$ cat config.mk
export PLATFORM = sky130hd
export DESIGN_NAME = piso_bit_serializer
export DESIGN_NICKNAME = d
export VERILOG_FILES = /design/src/rtl/piso_bit_serializer.sv
export SDC_FILE = /design/constraint.sdc
export NUM_CORES = 1
export LEC_CHECK = 0
export CAP_MARGIN = 20
export CORE_MARGIN = 5
export CORE_UTILIZATION = 30
export CTS_CLUSTER_DIAMETER = 150
export CTS_CLUSTER_SIZE = 16
export DETAILED_ROUTE_END_ITERATION = 16
export PLACE_DENSITY = 0.59
export SLEW_MARGIN = 40
export SYNTH_ARGS = -nofsm -noshare
export SYNTH_HDL_FRONTEND = slang
export SYNTH_SLANG_ARGS = --single-unit
$ cat constraint.sdc
create_clock -name clk -period 3.18 [get_ports clk]
set_clock_uncertainty 0.05 [all_clocks]
set_input_delay 0.636 -clock clk [delete_from_list [all_inputs] [get_ports clk]]
set_output_delay 0.636 -clock clk [all_outputs]
set_load 0.005 [all_outputs]
$ cat src/rtl/piso_bit_serializer.sv
// -----------------------------------------------------------------------------
// piso_bit_serializer
//
// Parallel-in / serial-out stage feeding the sequence detector's din. Words of
// WIDTH bits are taken over a valid/ready handshake and shifted out one bit per
// clock. A new word can be accepted on the last bit cycle of the current frame,
// so consecutive frames are emitted with no idle bit between them.
//
// Optional feature (compile-time macro PISO_PARITY_EN):
//   when defined, each frame carries one extra trailing bit equal to the XOR of
//   the WIDTH data bits (even parity). When undefined, no parity logic exists.
//
// Parameters:
//   WIDTH      data bits per word (2..32)
//   MSB_FIRST  1: in_data[WIDTH-1] is sent first, 0: in_data[0] is sent first
//
// Ports:
//   clk         rising-edge clock
//   rst         asynchronous active-low reset
//   in_data     parallel word, sampled only on the accepting edge
//   in_valid    upstream offers a word
//   in_ready    serializer can take a word this cycle (state/counter only)
//   dout        serial data bit (registered)
//   dout_valid  dout carries a frame bit this cycle (registered)
//   busy        a frame is in flight (registered)
// -----------------------------------------------------------------------------
module piso_bit_serializer #(
    parameter int unsigned WIDTH     = 8,
    parameter bit          MSB_FIRST = 1'b1
) (
    input  logic             clk,
    input  logic             rst,
    input  logic [WIDTH-1:0] in_data,
    input  logic             in_valid,
    output logic             in_ready,
    output logic             dout,
    output logic             dout_valid,
    output logic             busy
);

`ifdef PISO_PARITY_EN
    localparam int unsigned FRAME_LEN = WIDTH + 1;
`else
    localparam int unsigned FRAME_LEN = WIDTH;
`endif
    localparam int unsigned CNT_W = $clog2(WIDTH + 1);
    localparam logic [CNT_W-1:0] LAST_CNT = CNT_W'(FRAME_LEN - 1);

    typedef enum logic {
        IDLE,
        SHIFT
    } state_e;

    state_e               state_q;
    logic [FRAME_LEN-1:0] shreg_q;
    logic [CNT_W-1:0]     bit_cnt_q;
    logic                 dout_valid_q;
    logic                 busy_q;

    logic [FRAME_LEN-1:0] frame_d;
    logic [FRAME_LEN-1:0] shreg_d;
    logic [CNT_W-1:0]     bit_cnt_d;
    logic                 last_bit;
    logic                 accept;

    // Whole frame image loaded on accept. The outgoing bit always sits at the
    // end of the register that dout taps, so shifting just moves the next bit in.
    always_comb begin
        frame_d = '0;
`ifdef PISO_PARITY_EN
        if (MSB_FIRST) begin
            frame_d = {in_data, ^in_data};
        end else begin
            frame_d = {^in_data, in_data};
        end
`else
        frame_d = in_data;
`endif
        shreg_d   = MSB_FIRST ? (shreg_q << 1) : (shreg_q >> 1);
        bit_cnt_d = bit_cnt_q + CNT_W'(1);
    end

    assign last_bit = (state_q == SHIFT) && (bit_cnt_q == LAST_CNT);
    assign in_ready = (state_q == IDLE) || last_bit;
    assign accept   = in_valid && in_ready;

    // The register is cleared on every return to IDLE, so tapping it directly
    // gives dout=0 whenever no frame is in flight while staying a flop output.
    assign dout       = MSB_FIRST ? shreg_q[FRAME_LEN-1] : shreg_q[0];
    assign dout_valid = dout_valid_q;
    assign busy       = busy_q;

    always_ff @(posedge clk or negedge rst) begin
        if (!rst) begin
            state_q      <= IDLE;
            shreg_q      <= '0;
            bit_cnt_q    <= '0;
            dout_valid_q <= 1'b0;
            busy_q       <= 1'b0;
        end else begin
            case (state_q)
                IDLE: begin
                    if (accept) begin
                        state_q      <= SHIFT;
                        shreg_q      <= frame_d;
                        bit_cnt_q    <= '0;
                        dout_valid_q <= 1'b1;
                        busy_q       <= 1'b1;
                    end
                end
                SHIFT: begin
                    if (last_bit) begin
                        if (accept) begin
                            // Back-to-back reload: no gap bit between frames.
                            state_q      <= SHIFT;
                            shreg_q      <= frame_d;
                            bit_cnt_q    <= '0;
                            dout_valid_q <= 1'b1;
                            busy_q       <= 1'b1;
                        end else begin
                            state_q      <= IDLE;
                            shreg_q      <= '0;
                            bit_cnt_q    <= '0;
                            dout_valid_q <= 1'b0;
                            busy_q       <= 1'b0;
                        end
                    end else begin
                        shreg_q   <= shreg_d;
                        bit_cnt_q <= bit_cnt_d;
                    end
                end
                default: begin
                    state_q      <= IDLE;
                    shreg_q      <= '0;
                    bit_cnt_q    <= '0;
                    dout_valid_q <= 1'b0;
                    busy_q       <= 1'b0;
                end
            endcase
        end
    end

endmodule

==> results of run 1 <==
[cells in the final DEF, fill, tap and decap left out]
cell / n
clkbuf_8: 1
nand3_1: 3
nor2_1: 9
nand3b_4: 1
nand3b_1: 1
or2b_1: 1
mux2i_1: 8
clkbuf_4: 3
a32o_1: 1
or4b_1: 1
dfrtp_1: 14
clkdlybuf4s50_1: 14
a221o_1: 7
o21ai_0: 3
nand2_1: 3
inv_1: 1
ha_1: 1
nand2b_1: 2
xor2_1: 1
and2_4: 1
a21oi_1: 2
and4b_2: 1
[kinds of logic (layout without fill, tap and decap cells)]
logic type | after synthesis | count (layout)
and+or+nand+nor | 23 | 23
DFF | 14 | 14
AOI/OAI and AO/OA | 13 | 13
muxes | 8 | 8
buffers and inverters | 8 | 19
adders and majority gates | 1 | 1
xor gates and xnor gates | 1 | 1
[final timing paths]
| path | endpoint | depth (start not counted) | start | slack, ps |
|---|---|---|---|---|
| max | in_ready | 5 | bit_cnt_q[0] | 610 |
| min | shreg_q[2] | 1 | shreg_q[1] | 460 |
| max reg2reg | shreg_q[1] | 4 | bit_cnt_q[0] | 1630 |
| min reg2reg | shreg_q[2] | 1 | shreg_q[1] | 460 |
| max in group asynchronous | shreg_q[1] | 1 | rst | 2000 |
| min in group asynchronous | state_q | 1 | rst | 680 |
[state kept, by name, indices dropped and copies added (netlist names)]
register,flops
bit_cnt_q,4
busy,1
shreg_q,8
state_q,1
[per-layer routing]
layer	track usage, %	part of all wire, %	vias up
li1	-	-	265
met1	12.4	48	266
met2	14.5	46	9
met3	4.54	4.0	4
met4	4.75	1.8	0
met5	0	0	-
[power breakdown]
| group | total, uW | switching [uW] | internal, uW |
|---|---|---|---|
| Clock | 131 | 60.9 | 69.8 |
| Sequential | 319 | 72.1 | 247 |
| Combinational | 262 | 102 | 161 |
[cell usage after synthesis (2+ instances only)]
cell type / count
nand2_1: 3
a21oi_1: 2
dfrtp_1: 14
nand3_1: 3
buf_2: 4
nand2b_1: 2
mux2i_1: 8
a221o_1: 7
o21ai_0: 3
nor2_1: 9
[worst reg2reg max path, delay by kind of cell, from the launching register on]
family / cells / cell delay [ps]
fa+ha+maj: 1 / 300
simple gates: 2 / 330
compound gates: 1 / 350
flops: 1 / 410
[metrics by stage]
step                instances  utilization (%)  worst slack, ps  area (um^2)  total power, uW
detailed placement        105             36.3              782          876              589
global route              109             37.9              475          912              774
CTS                       109             37.9              588          912              724
global placement          105             36.3              796          876              583
finish                    109             37.9              608          912              712
floorplan                  68                -             1450          741              506
[area by class of cell]
| type | instances | area, um^2 |
|---|---|---|
| multi-input combinational | 46 | 344 |
| inverter | 1 | 3.75 |
| tap | 30 | 37.5 |
| fill | 252 | 1500 |
| timing repair buffer | 14 | 140 |
| clock buffer | 4 | 36.3 |
| sequential | 14 | 350 |
==> results by group, run 1 <==
Clock tree
  • CTS clock-pin slew for the worst setup and hold paths: 90 ps
  • CTS tree: built
  • Root buf cell: clkbuf_4
  • Clock Latency Late Sink: 280 ps
  • Post-CTS Setup Inserts: 0
  • Post-CTS Hold Buffers: 0
  • CTS H-tree lvls: 1
  • CTS Sinks: 14
  • Num CTS Buffers: 3
  • # resized after CTS: 0
  • CTS max path bufs: 2

Global route
  • Initial antenna violation count: 0
  • Largest net degree at the start of global routing: 19
  • Gr usage total: 9.94%
  • Vias in the first global route: 564
  • First-pass GRT wire length: 2.53 mm
  • Gr ovfl total: 0

Yosys
  • Syn. warnings: 0
  • Syn Area/Cell: 10.9 um^2
  • Synth top area cells: dfrtp_1 (47%), mux2i_1 (11%), a221o_1 (9.5%)
  • Async SR Flop Fraction: 100%
  • Synth Area in XOR/XNOR: 1.18%
  • Netlist cell types: 23
  • Post-synthesis sequential area ratio: 47.3%
  • Leading area contributor after synthesis: dfrtp_1
  • Ys flop type: dfrtp_1
  • Post-synthesis adder-cell area fraction: 1.69%
  • Top-area cell type share of the netlist area: 47.3%
  • Largest family of logic cells by synthesized area: simple AND/OR/NAND/NOR gates
  • Compound-Gate Fraction of Synth Area: 14.2%
  • Syn_nets: 80
  • Mux contribution to synthesized area: 10.8%
  • Simple-gate share of the synthesized area: 18.6%
  • Cell count after synthesis: 68
  • Synth Register Bits: 14
  • Post-Syn Area: 741 um^2
  • Number of flops mapped to enable cells by yosys: 0

Setup path
  • Crit path launch type: flop
  • WP buf/inv: 2
  • Worst Path Max Fanout: 8
  • Worst EP arrival: 1890 ps
  • Worst Path Class, Setup: flop to output pin
  • Crit path cell chain: ha_1, nand3b_4, and2_4, inv_1, clkdlybuf4s50_1
  • CP max-delay cell: clkdlybuf4s50_1
  • Required @ worst endpoint: 2490 ps
  • Delay of the slowest critical-path stage: 500 ps
  • Crit. End Element: output pin
  • Worst path top cell family by delay: buffers and inverters

Timing
  • Final worst path period need: 2570 ps
  • Fmax: 389 MHz
  • Fin crit share: 80.9%
  • Setup TNS: 0 ps
  • Final hold slack: 458 ps
  • RSZ-0062 raised after global routing: no
  • Worst Max-Slew Pin Slew: 641 ps
  • Final Max Slew Viols: 0
  • Worst slew margin: 57.1%
  • Setup Viol. Count Final: 0
  • Hold Vio Cnt, Final: 0

Final layout
  • Area delta synth->final: 23.1%
  • Fin nets: 92
  • Number of diodes: 0
  • Layout cell share with drive strength beyond 1: 8.86%

Routing
  • Drt via density: 4.99
  • Initial drt markers: 12
  • Vias: 544
  • Total Wirelength: 1.48 mm
  • DR WL/cell: 13.5 um
  • Post-route ant nets: 0
  • Number of remaining DRC errors: 0
  • First-pass iteration count of the detailed router: 4

Floorplanning
  • Die X-Extent: 59.7 um
  • Placeable core area: 0.00241 mm^2
  • Initial Util: 30.7%
  • Site Rows: 18
  • Die area: 0.00356 mm^2
  • Die H: 59.7 um
  • I/O Pins: 15

Status
  • Outcome: completed

Power and ir drop
  • Static Leak: 0.000420 uW
  • Max VDD drop: 0.411 mV
  • Power Density: 781 mW/mm^2

Job
  • Max cap viols: 0

Min path
  • Hold Path Class: flop to flop

Placed design
  • Final Wtd Congestion: 0.738
  • Post-DP HPWL: 1.00 mm
  • IO buf count: 14
Note: power is estimated with default switching activity, not from simulation.
==> run 2: changes to the inputs <==
==> constraint.sdc (replaced) <==
create_clock -name clk -period 2.5 [get_ports clk]
set_clock_uncertainty 0.05 [all_clocks]
set_input_delay 0.5 -clock clk [delete_from_list [all_inputs] [get_ports clk]]
set_output_delay 0.5 -clock clk [all_outputs]
set_load 0.005 [all_outputs]
==> results by group, run 2 (synthesis gave the netlist of run 1 again) <==
Setup path
  • Reg-to-reg startpoint: bit_cnt_q[0] (unchanged)
  • Crit path to: in_ready (unchanged)
  • Crit path launch type: flop (unchanged)
  • Worst Path Class, Setup: flop to output pin (unchanged)
  • CP Launch Point: bit_cnt_q[0] (unchanged)
  • Worst EP arrival: 1780 ps (was 1890 ps)
  • Cells on worst reg2reg path: 4 (unchanged)
  • R2R Setup Slk: 1050 ps (was 1630 ps)
  • Worst Path Max Fanout: 8 (unchanged)
  • Crit. End Element: output pin (unchanged)
  • RR Endpoint: shreg_q[2] (was shreg_q[1])
  • Required @ worst endpoint: 1950 ps (was 2490 ps)

Global route
  • Largest net degree at the start of global routing: 18 (was 19)
  • Gr usage total: 10.5% (was 9.94%)
  • Gr ovfl total: 0 (unchanged)
  • Vias in the first global route: 573 (was 564)
  • Initial antenna violation count: 0 (unchanged)
  • First-pass GRT wire length: 2.70 mm (was 2.53 mm)

Routing
  • Number of remaining DRC errors: 0 (unchanged)
  • Post-route ant nets: 0 (unchanged)
  • Total Wirelength: 1.53 mm (was 1.48 mm)
  • Drt via density: 5.10 (was 4.99)
  • DR WL/cell: 13.8 um (was 13.5 um)
  • Initial drt markers: 9 (was 12)
  • First-pass iteration count of the detailed router: 4 (unchanged)
  • Vias: 566 (was 544)

Floorplanning
  • Placeable core area: 0.00241 mm^2 (unchanged)
  • Site Rows: 18 (unchanged)
  • Die X-Extent: 59.7 um (unchanged)
  • Initial Util: 30.7% (unchanged)
  • I/O Pins: 15 (unchanged)
  • Die H: 59.7 um (unchanged)
  • Die area: 0.00356 mm^2 (unchanged)

Timing
  • Fmax: 429 MHz
  • Worst Max-Slew Pin Slew: 653 ps (was 641 ps)
  • Fin crit share: 93.3%
  • Hold Vio Cnt, Final: 0 (unchanged)
  • Final Max Slew Viols: 0 (unchanged)
  • Setup Viol. Count Final: 0 (unchanged)
  • Setup TNS: 0 ps (unchanged)
  • RSZ-0062 raised after global routing: no (unchanged)
  • Final hold slack: 476 ps (was 458 ps)
  • Final worst path period need: 2330 ps
  • Worst slew margin: 56.3% (was 57.1%)
  • Final WS setup: 167 ps (was 608 ps)

Final layout
  • Leading registers by flop count: shreg_q: 8 flops, bit_cnt_q: 4 flops (unchanged)
  • Area delta synth->final: 28.5% (was 23.1%)
  • Most frequent cells in the layout: dfrtp_1 (14), clkdlybuf4s50_1 (14), nor2_1 (9) (unchanged)
  • Max reg flops: 8 (unchanged)
  • Fin nets: 94 (was 92)
  • Top reg by flops: shreg_q (unchanged)
  • Layout cell share with drive strength beyond 1: 12.3% (was 8.86%)
  • Core Util, Final: 39.5% (was 37.9%)
  • Fillers: 245 (was 252)
  • Number of diodes: 0 (unchanged)
  • Multi-input gate area: 357 um^2 (was 344 um^2)
  • Non-Filler Instances: 111 (was 109)
  • Sequential Area: 350 um^2 (unchanged)

Placed design
  • Inst Count DP: 107 (was 105)
  • IO buf count: 14 (unchanged)
  • Final Wtd Congestion: 0.787 (was 0.738)
  • Post-DP HPWL: 1.07 mm (was 1.00 mm)
  • Worst slack, placed: 400 ps (was 782 ps)

Min path
  • Hold Path Class: flop to flop (unchanged)

Power and ir drop
  • Power Density: 989 mW/mm^2 (was 781 mW/mm^2)
  • Max VDD drop: 0.421 mV (was 0.411 mV)
  • Static Leak: 0.000433 uW (was 0.000420 uW)

Clock tree
  • CTS max path bufs: 2 (unchanged)
  • CTS Sinks: 14 (unchanged)
  • CTS H-tree lvls: 1 (unchanged)
  • Post-CTS Hold Buffers: 0 (unchanged)
  • # resized after CTS: 0 (unchanged)
  • CTS clock-pin slew for the worst setup and hold paths: 90 ps (about the same)
  • Root buf cell: clkbuf_4 (unchanged)
  • Clock Latency Late Sink: 290 ps (was 280 ps)
  • Post-CTS Setup Inserts: 0 (unchanged)
  • Num CTS Buffers: 3 (unchanged)
  • CTS tree: built (unchanged)

Status
  • Outcome: completed (unchanged)

Job
  • Max cap viols: 0 (unchanged)
## run 2: cell types whose count changed in the layout (fill, tap and decap cells not counted), sizes merged
cell	delta
buf	+2
## run 2: worst min-delay path by stage
stage                     from      endpoint  slack, ps  cells past startpoint
detailed placement  shreg_q[6]    shreg_q[7]        450                      1
floorplan                  rst  bit_cnt_q[0]        150                      0
global placement    shreg_q[3]    shreg_q[4]        440                      1
global route        shreg_q[3]    shreg_q[4]        500                      1
finish              shreg_q[4]    shreg_q[5]        480                      1
CTS                 shreg_q[3]    shreg_q[4]        480                      1
## run 2: area by class of cell
cell class	count	area share (%)
multi-input combinational	46	37.5
inverter	1	0.394
sequential	14	36.8
clock buffer	4	3.81
tap	30	3.94
timing repair buffer	16	17.6
## run 2: per-layer routing
metal	track usage, %	vias to the layer above	wire [um]
met5	0	-	0
met4	5.70	0	42
met3	4.10	4	43
met2	15.3	10	740
met1	13.4	280	703
li1	-	272	-
## run 2: worst max-delay path, stage by stage, from the launching register on
cell	delay [ps]
dfrtp_1	440
ha_4	190
nand3b_4	90
and2_4	200
inv_1	70
clkdlybuf4s50_1	490
## run 2: power by group
| group | switching, uW | internal [uW] |
|---|---|---|
| sequential | 81.6 | 315 |
| clock | 81.5 | 88.8 |
| combinational | 149 | 225 |
| total | 312 | 629 |
## run 2: stage by stage
step / total power, uW / instance area [um^2]
global route: 1020 / 952
CTS: 933 / 940
global placement: 748 / 903
detailed placement: 757 / 903
finish: 941 / 952
floorplan: 643 / 741
